[config.mk]
export PLATFORM = sky130hd
export DESIGN_NAME = mem_port_arbiter
export DESIGN_NICKNAME = d
export VERILOG_FILES = /design/src/rtl/mem_port_arbiter.sv
export SDC_FILE = /design/constraint.sdc
export NUM_CORES = 1
export LEC_CHECK = 0
export CAP_MARGIN = 40
export CORE_MARGIN = 8
export CORE_UTILIZATION = 41
export DETAILED_ROUTE_END_ITERATION = 12
export PLACE_DENSITY = 0.87
export SLEW_MARGIN = 30
export SYNTH_ARGS = -nofsm -noshare
export SYNTH_HDL_FRONTEND = slang
export SYNTH_SLANG_ARGS = --single-unit
export TNS_END_PERCENT = 50
[constraint.sdc]
create_clock -name clk -period 1.95 [get_ports clk]
set_input_delay 0.39 -clock clk [delete_from_list [all_inputs] [get_ports clk]]
set_output_delay 0.39 -clock clk [all_outputs]
set_load 0.02 [all_outputs]
[src/rtl/mem_port_arbiter.sv]
// -----------------------------------------------------------------------------
// mem_port_arbiter
//   Shares one single-port synchronous RAM between N_CH requesters. A
//   combinational one-hot grant picks one requester per cycle, using either
//   fixed priority (lowest index wins) or round-robin. The winning command is
//   registered onto the RAM port. Each read carries a channel tag down a shift
//   pipeline so the returning data is flagged on the right channel's rvalid.
//
// Ports
//   clk, rst_n      rising-edge clock, asynchronous active-low reset
//   req_i, we_i     per-channel request and write(1)/read(0) qualifier
//   addr_i, wdata_i packed per-channel address / write data (channel i at slice i)
//   gnt_o           one-hot combinational grant; transfer = req_i & gnt_o
//   rvalid_o        one-hot read-data-valid, RD_LAT+1 cycles after the grant edge
//   rdata_o         read data (RAM q passed through), qualified by rvalid_o
//   mem_addr_o, mem_wdata_o, mem_wren_o, mem_rden_o   registered RAM command
//   mem_q_i         RAM read data
// -----------------------------------------------------------------------------
module mem_port_arbiter #(
  parameter int DATA_W  = 16,
  parameter int ADDR_W  = 9,
  parameter int N_CH    = 2,
  parameter int RR_MODE = 0,
  parameter int RD_LAT  = 1
) (
  input  logic                     clk,
  input  logic                     rst_n,
  input  logic [N_CH-1:0]          req_i,
  input  logic [N_CH-1:0]          we_i,
  input  logic [N_CH*ADDR_W-1:0]   addr_i,
  input  logic [N_CH*DATA_W-1:0]   wdata_i,
  output logic [N_CH-1:0]          gnt_o,
  output logic [N_CH-1:0]          rvalid_o,
  output logic [DATA_W-1:0]        rdata_o,
  output logic [ADDR_W-1:0]        mem_addr_o,
  output logic [DATA_W-1:0]        mem_wdata_o,
  output logic                     mem_wren_o,
  output logic                     mem_rden_o,
  input  logic [DATA_W-1:0]        mem_q_i
);

  localparam int IDX_W = (N_CH > 1) ? $clog2(N_CH) : 1;

  logic [IDX_W-1:0]  ptr_q, ptr_d;
  logic [N_CH-1:0]   gnt_raw;
  logic [IDX_W-1:0]  gnt_idx;
  logic              xfer;
  logic              sel_we;
  logic [ADDR_W-1:0] addr_term  [N_CH];
  logic [DATA_W-1:0] wdata_term [N_CH];
  logic [ADDR_W-1:0] sel_addr;
  logic [DATA_W-1:0] sel_wdata;

  logic [ADDR_W-1:0] mem_addr_q, mem_addr_d;
  logic [DATA_W-1:0] mem_wdata_q, mem_wdata_d;
  logic              mem_wren_q, mem_wren_d;
  logic              mem_rden_q, mem_rden_d;

  logic [RD_LAT:0]            tag_vld_q;
  logic [RD_LAT:0][IDX_W-1:0] tag_ch_q;

  // Grant search: walk the channels starting at the pointer (round-robin) or
  // at 0 (fixed priority), wrapping modulo N_CH; first requester wins.
  always_comb begin : grant_search
    int               cand;
    logic [IDX_W-1:0] cand_idx;
    gnt_raw  = '0;
    gnt_idx  = '0;
    cand     = 0;
    cand_idx = '0;
    for (int k = 0; k < N_CH; k++) begin
      cand = (RR_MODE != 0) ? int'(ptr_q) + k : k;
      if (cand >= N_CH) begin
        cand = cand - N_CH;
      end
      cand_idx = IDX_W'(cand);
      if ((gnt_raw == '0) && req_i[cand_idx]) begin
        gnt_raw[cand_idx] = 1'b1;
        gnt_idx           = cand_idx;
      end
    end
  end

  // No grant may escape while reset is held, even though req_i is live.
  assign gnt_o = gnt_raw & {N_CH{rst_n}};
  assign xfer  = |gnt_o;

  always_comb begin
    ptr_d = ptr_q;
    if (xfer) begin
      ptr_d = (gnt_idx == IDX_W'(N_CH - 1)) ? '0 : gnt_idx + 1'b1;
    end
  end

  // AND-OR select: a slice is masked by its own grant bit, so a non-granted
  // channel's (possibly undefined) inputs cannot reach the RAM command.
  genvar gi;
  generate
    for (gi = 0; gi < N_CH; gi++) begin : g_slice
      assign addr_term[gi]  = addr_i[gi*ADDR_W +: ADDR_W]  & {ADDR_W{gnt_raw[gi]}};
      assign wdata_term[gi] = wdata_i[gi*DATA_W +: DATA_W] & {DATA_W{gnt_raw[gi]}};
    end
  endgenerate

  always_comb begin
    sel_addr  = '0;
    sel_wdata = '0;
    for (int k = 0; k < N_CH; k++) begin
      sel_addr  = sel_addr  | addr_term[k];
      sel_wdata = sel_wdata | wdata_term[k];
    end
  end

  assign sel_we = |(we_i & gnt_raw);

  always_comb begin
    mem_addr_d  = xfer ? sel_addr  : mem_addr_q;
    mem_wdata_d = xfer ? sel_wdata : mem_wdata_q;
    mem_wren_d  = xfer & sel_we;
    mem_rden_d  = xfer & ~sel_we;
  end

  always_ff @(posedge clk or negedge rst_n) begin
    if (!rst_n) begin
      ptr_q       <= '0;
      mem_addr_q  <= '0;
      mem_wdata_q <= '0;
      mem_wren_q  <= 1'b0;
      mem_rden_q  <= 1'b0;
    end else begin
      ptr_q       <= ptr_d;
      mem_addr_q  <= mem_addr_d;
      mem_wdata_q <= mem_wdata_d;
      mem_wren_q  <= mem_wren_d;
      mem_rden_q  <= mem_rden_d;
    end
  end

  // Read-tag pipeline. Stage 0 is aligned with mem_rden_o; stage k is k cycles
  // later, so stage RD_LAT lines up with the RAM's q for that read.
  generate
    for (gi = 0; gi <= RD_LAT; gi++) begin : g_tag
      if (gi == 0) begin : g_head
        always_ff @(posedge clk or negedge rst_n) begin
          if (!rst_n) begin
            tag_vld_q[0] <= 1'b0;
            tag_ch_q[0]  <= '0;
          end else begin
            tag_vld_q[0] <= mem_rden_d;
            tag_ch_q[0]  <= gnt_idx;
          end
        end
      end else begin : g_shift
        always_ff @(posedge clk or negedge rst_n) begin
          if (!rst_n) begin
            tag_vld_q[gi] <= 1'b0;
            tag_ch_q[gi]  <= '0;
          end else begin
            tag_vld_q[gi] <= tag_vld_q[gi-1];
            tag_ch_q[gi]  <= tag_ch_q[gi-1];
          end
        end
      end
    end

    for (gi = 0; gi < N_CH; gi++) begin : g_rvalid
      assign rvalid_o[gi] = tag_vld_q[RD_LAT] & (tag_ch_q[RD_LAT] == IDX_W'(gi));
    end
  endgenerate

  assign rdata_o     = mem_q_i;
  assign mem_addr_o  = mem_addr_q;
  assign mem_wdata_o = mem_wdata_q;
  assign mem_wren_o  = mem_wren_q;
  assign mem_rden_o  = mem_rden_q;

endmodule

# [Word-level counts from Yosys, hierarchy flattened]
# Index checks and enable logic that the tools add are counted.
[totals] reg_bits=30 input_bits=72 out_inout_bits=47 wordCells=27
[classes] n_mux=2 n_bitwise=15 n_reduce_logical=3
[op_table] op="$and 16x16->16" n=2
[op_table] op="$and 9x9->9" n=2
[op_table] op="$or 16x16->16" n=1
[op_table] op="$or 9x9->9" n=1
[op_table] op="$and 1x1->1" n=4
[op_table] op="$and 2x2->2" n=2
[op_table] op="$reduce_or 2->1" n=2
[op_table] op="$not 1->1" n=3
[op_table] op="$mux 1" n=2
[op_table] op="$logic_and 1x1->1" n=1

# [Logic depth before layout (Yosys ltp)]
# Gate-level depths: netlist of the first run.
[logic_depth] word_depth=8 ltp_mapped=5 ltp_nobuf=3

# [Worst setup path after synthesis of the first run]
# No wires, ideal clock.
[synth_path] path_type="input -> output" from="input port req_i[1]" to="output port gnt_o[1]" t_arrival_ps=980 t_required_ps=1560 setup_slack_ps=580 path_stages=3 path_buffers=1 path_cell_list="nand2_2 buf_4 nor2_1"
[synth_between] elab_chain_cells=3
[synth_lines] element="from (decl)" line_no="28" text="input logic [N_CH-1:0] req_i,"
[synth_lines] element="$logic_and 1x1->1" line_no="77" text="if ((gnt_raw == '0) && req_i[cand_idx]) begin"
[synth_lines] element="$mux 1" line_no="77"
[synth_lines] element="$and 2x2->2" line_no="85" text="assign gnt_o = gnt_raw & {N_CH{rst_n}};"
[synth_lines] element="to (decl)" line_no="32" text="output logic [N_CH-1:0] gnt_o,"
# Every way passes these cells.

# [Worst setup path after layout of the first run]
# Ends and elaborated chain as after synthesis.

==> results.toml, run 1 <==
[status]
status = "finished, final reports clean"

[layout]
drive_gt1_share_pct = 37.8
stdcell_area_um2 = 2850
syn_to_final_growth_pct = 39.3
antenna_cells = 0
fillCellCount = 424
fin_nets = 317
layout.cells.non_filler = 313

[floorplan]
die_y_um = 86.7
io_pins = 119
die_w_um = 86.7
core_area_um2 = 4790
rows = 25
die_area_um2 = 7510
start_util_pct = 42.8

[sta]
worst_pin_slew_ns = 0.536
layout_min_cycle_time_ns = 1.79
setup_tns_ns = 0
setup_viol = 0
fmax_ghz = 0.560
slew_headroom_pct = 64.2
hold_ws_ns = 0.239
fin_ws_ns = 0.164
hold_viol_final = 0
rsz0062_at_grt = "false"
post-route-period-util_pct = 91.6
drv_slew = 0
fin_skew_ns = 0.0000376

[worst_setup_path]
crit_path_start = "req_i[1]"
critPathRequiredTime_ns = 1.56
criticalPathCategory = "input pin to primary output"
arrival_ns = 1.40
rr_endpoint = "mem_wdata_o[5]$_DFFE_PN0P_"
reg2reg_depth = 2
r2r_slack_ns = 1.12
critPathLaunchType = "input pin"
cp_slowest_cell = "clkdlybuf4s50_1"
timing.rr.start = "mem_wdata_o[5]$_DFFE_PN0P_"
cp_max_fo = 2
max_stage_delay_ns = 0.49
cp_cell_sequence = "clkdlybuf4s50_1 > nand2_2 > nor2_1 > dlygate4sd2_1"
setup.worst_path.end_class = "primary output"

[clock_network]
cts_tree = "built"
postCtsHoldBufs = 0
cts_buffers = 5
clk_latency_ns = 0.27
htreeDepth = 2
clkSlewWorstSetupHoldPaths_ns = 0.07
cts-root-buf = "clkbuf_8"
cts_sinks = 30
clockBufferDepth = 2

[placement]
placed_area_um2 = 2740
dp_cells = 305
dpl.hpwl_um = 3710
place_ws_ns = -0.146
place_congestion = 0.659
portBuffers = 86

[detailed_routing]
drc = 0
wirelength_um = 5100
postRouteAntennaNets = 0
drt_pass1_iterations = 2
drtIter0Drc = 37
wl_per_cell_um = 16.3
num_vias = 1610
vias_per_cell = 5.14

[grt]
grt-ovfl-total = 0
grt_max_degree = 40
first_global_vias = 1650
antenna_found_initial = 0
grt_pass1_wl_um = 8280
track_usage_pct = 13.9

[power_and_ir_drop]
ir_drop_mv = 0.347
power_leakage_uw = 0.00105
p_per_area_nw_per_um2 = 708

[synthesis]
synth_cell_types = 18
syn_avg_cell_area_um2 = 11.6
synthCells = 177
yosysTopAreaCellShare_pct = 36.7
synthTopCellsByArea = "dfrtp_1 (37%), nor3_2 (26%), o22ai_2 (12%)"
syn_nets = 249
synthesis.area_um2 = 2050
yosysWarnings = 0
seq_area_frac_synth_pct = 36.7
ys_ff_latch = 30
yosys.area.top_type = "dfrtp_1"

[job]
drv_cap = 0

[worst_hold_path]
hp-class = "input pin to async pin"
[worst max-delay path: cells and delay by family]
family,cells,cell delay [ns]
buffers and inverters,2,0.84
AND/OR/NAND/NOR,2,0.15
[cells in the mapped netlist]
master and instances:
buf_6 5, nor3_1 21, nor2_1 2, buf_4 22
and2_1 2, buf_2 2, nor2b_1 4, a21oi_1 1
nor3_2 54, o22ai_1 6, dfrtp_1 30, o22ai_2 19
inv_2 1, nand2_4 1, nand2_1 2, nand2_2 1
buf_12 3, o21ai_1 1
[per-layer routing]
layer	up-vias	GRT usage, %	wire length [um]
met5	-	0	0
met1	774	16.5	2140
met4	0	5.95	64
met3	10	4.73	400
li1	767	-	-
met2	59	22.2	2490
[placed cells by master (no fill, tap or decap)]
master and n:
nor2_1 2, buf_2 2, clkdlybuf4s50_1 83, nand2_2 1
a21oi_1 1, buf_4 7, nand2_1 2, nand2_4 1
nor2b_1 4, dlygate4sd2_1 1, clkbuf_8 8, nor3_1 21
nor3_2 54, inv_2 1, o21ai_1 1, o22ai_1 6
and2_1 2, o22ai_2 19, dfrtp_1 30
[how the worst max path moves through the flow]
| stage | cells after the start | to | slack, ns |
|---|---|---|---|
| detailed placement | 4 | gnt_o[1] | -0.15 |
| finish | 4 | gnt_o[1] | 0.16 |
| floorplan | 3 | gnt_o[1] | 0.58 |
| global route | 4 | gnt_o[1] | 0.09 |
| global placement | 4 | gnt_o[1] | -0.17 |
| CTS | 4 | gnt_o[1] | 0.13 |
[cell families (layout without fill, tap and decap cells)]
group,after synthesis,in the layout,share of synthesized area [%]
and+or+nand+nor,87,87,35.0
AOI/OAI and AO/OA,27,27,13.9
DFF,30,30,36.7
buffers and inverters,33,102,14.4
[metrics by stage]
stage	util [%]	total power [uW]
2_1_floorplan	-	1190
3_3_place_gp	57.3	1450
3_5_place_dp	57.3	1460
4_1_cts	59.6	2050
5_1_grt	59.6	2130
6_report	59.6	2020
[layout make-up]
cell class	count	area (um2)	area share (%)
Timing Repair Buffer	93	902	31.6
Inverter	1	3.75	0.132
Tap cell	67	83.8	2.94
Sequential cell	30	751	26.3
Multi-Input combinational cell	114	1000	35.1
Clock buffer	8	110	3.86
[state kept, by name, indices dropped and copies added (netlist names)]
signal and flops:
mem_wren_o 1, mem_wdata_o 16, mem_addr_o 9, tag_vld_q 2, tag_ch_q 2
[power by group]
part / total, uW / switching, uW / internal, uW
clock network: 575 / 220 / 356
logic: 661 / 314 / 347
registers: 783 / 77.2 / 706
[timing repair]
| item | 4_1_cts | 5_1_grt |
|---|---|---|
| endpoints found under the hold margin | 0 | 0 |
| endpoints found under the setup margin | 1 | 0 |
| gates resized for setup | 1 | 0 |
| setup buffers | 0 | 0 |
No activity file was read; power rests on OpenSTA's default activity.
==> run 2: changes to the inputs <==
--- a/config.mk
+++ b/config.mk
@@ -6,7 +6,6 @@
 export NUM_CORES = 1
 export LEC_CHECK = 0
 export CAP_MARGIN = 40
-export CORE_MARGIN = 8
 export CORE_UTILIZATION = 41
 export DETAILED_ROUTE_END_ITERATION = 12
 export PLACE_DENSITY = 0.87
==> run 2 against run 1 <==
  * Final cell count is the same
  * Global-route usage grew 3.5 points
  * Power shrank 6.3%
  * Register-to-register slack is essentially flat
  * Sequential power is essentially flat
  * Routed wire length shrank 12%
  * Highest routed layer unchanged
==> results.toml, run 2 (same netlist as run 1, synthesis figures left out) <==
[clock_network]
cts-root-buf = "clkbuf_8"
cts_tree = "built"
clkSlewWorstSetupHoldPaths_ns = 0.06
cts_buffers = 5
clockBufferDepth = 2
clk_latency_ns = 0.27
postCtsHoldBufs = 0
htreeDepth = 2
cts_sinks = 30
post_cts_buffers = 0

[worst_setup_path]
critPathLaunchType = "input pin"
max_stage_delay_ns = 0.50
criticalPathCategory = "input pin to primary output"
critPathRequiredTime_ns = 1.56
cp_slowest_cell = "clkdlybuf4s50_1"
setup.worst_path.end_class = "primary output"
arrival_ns = 1.38
cp_max_fo = 2
cp_cell_sequence = "clkdlybuf4s50_1 > nand2_2 > nor2_1 > dlygate4sd2_1"

[grt]
grt_max_degree = 48
grt_pass1_wl_um = 7180
grt-ovfl-total = 0
track_usage_pct = 17.4
first_global_vias = 1555
antenna_found_initial = 0

[floorplan]
start_util_pct = 43.1
die_y_um = 72.7
rows = 25
die_area_um2 = 5280
core_area_um2 = 4750
die_w_um = 72.7
io_pins = 119

[sta]
rsz0062_at_grt = "false"
fmax_ghz = 0.564
fin_ws_ns = 0.177
layout_min_cycle_time_ns = 1.77
hold_viol_final = 0
setup_viol = 0
worst_pin_slew_ns = 0.599
post-route-period-util_pct = 90.9
drv_slew = 0
slew_headroom_pct = 60.1
fin_skew_ns = 0.000497

[job]
drv_cap = 0

[detailed_routing]
wirelength_um = 4480
wl_per_cell_um = 14.3
wl_met3_um = 282
drc = 0
drt_pass1_iterations = 4
drtIter0Drc = 61
num_vias = 1601
postRouteAntennaNets = 0
top_layer = "met4"
vias_per_cell = 5.12
wl_met1_um = 1980
wl_met2_um = 2190

[worst_hold_path]
hp-class = "input pin to async pin"

[power_and_ir_drop]
p_per_area_nw_per_um2 = 670
power_leakage_uw = 0.00104
ir_drop_mv = 0.387

[layout]
drive_gt1_share_pct = 37.0
syn_to_final_growth_pct = 38.0
largest_reg_flops = 16
layout_commonest_cell = "clkdlybuf4s50_1"
fin_nets = 318
antenna_cells = 0
stdcell_area_um2 = 2830
layout_common_cells = "clkdlybuf4s50_1 (83), nor3_2 (54), dfrtp_1 (30), nor3_1 (21), o22ai_2 (19)"

[placement]
portBuffers = 86
dpl.hpwl_um = 3070
placed_area_um2 = 2750
place_ws_ns = -0.114
place_congestion = 0.677

[status]
status = "finished, final reports clean"
## run 2: path summary, 6_finish.rpt
check	slack [ns]	end	cells after the start	start
max	0.18	gnt_o[1]	4	req_i[1]
min	0.14	mem_addr_o[2]$_DFFE_PN0P_	2	rst_n
max reg2reg	1.12	mem_wdata_o[4]$_DFFE_PN0P_	2	mem_wdata_o[4]$_DFFE_PN0P_
min reg2reg	0.35	tag_ch_q[1]$_DFF_PN0_	0	tag_ch_q[0]$_DFF_PN0_
max in group asynchronous	1.18	mem_wdata_o[2]$_DFFE_PN0P_	2	rst_n
min in group clk	0.35	tag_ch_q[1]$_DFF_PN0_	0	tag_ch_q[0]$_DFF_PN0_
## run 2: through the flow
step / TNS [ns] / power [uW] / util [%] / cells / hold slack [ns]
5_1_grt: 0 / 1990 / 59.4 / 313 / 0.149
4_1_cts: 0 / 1930 / 59.4 / 313 / 0.132
2_1_floorplan: 0 / 1190 / - / 177 / 0.0944
6_report: 0 / 1890 / 59.4 / 313 / 0.144
3_3_place_gp: -0.123 / 1450 / 57.8 / 306 / 0.332
3_5_place_dp: -0.114 / 1460 / 57.8 / 306 / 0.338
## run 2: cell type report
type	count	area, um2
inverter	1	3.75
multi-input combinational	114	1000
tap	67	83.8
sequential	30	751
timing repair buffer	94	910
clock buffer	7	76.3
fill	428	1930
## run 2: worst max-delay path, delay by kind of cell
family,cells,cell delay (ns)
buffers and inverters,2,0.85
AND/OR/NAND/NOR,2,0.15
## run 2: repair_timing
item / in CTS / in global routing
setup endpoints to repair: 1 / 0
resized for setup: 1 / 0
hold endpoints to repair: 0 / 0
## run 2: per-layer routing
layer	GRT usage (%)	vias up
li1	-	768
met1	22.0	769
met2	29.6	58
met3	4.01	6
met4	5.01	0
met5	0	-
## run 2: power breakdown
group | internal (uW) | total, uW | leakage, uW | switching (uW)
clock | 245 | 451 | 0.0000383 | 206
sequential | 706 | 783 | 0.000347 | 77.2
combinational | 348 | 659 | 0.000654 | 311
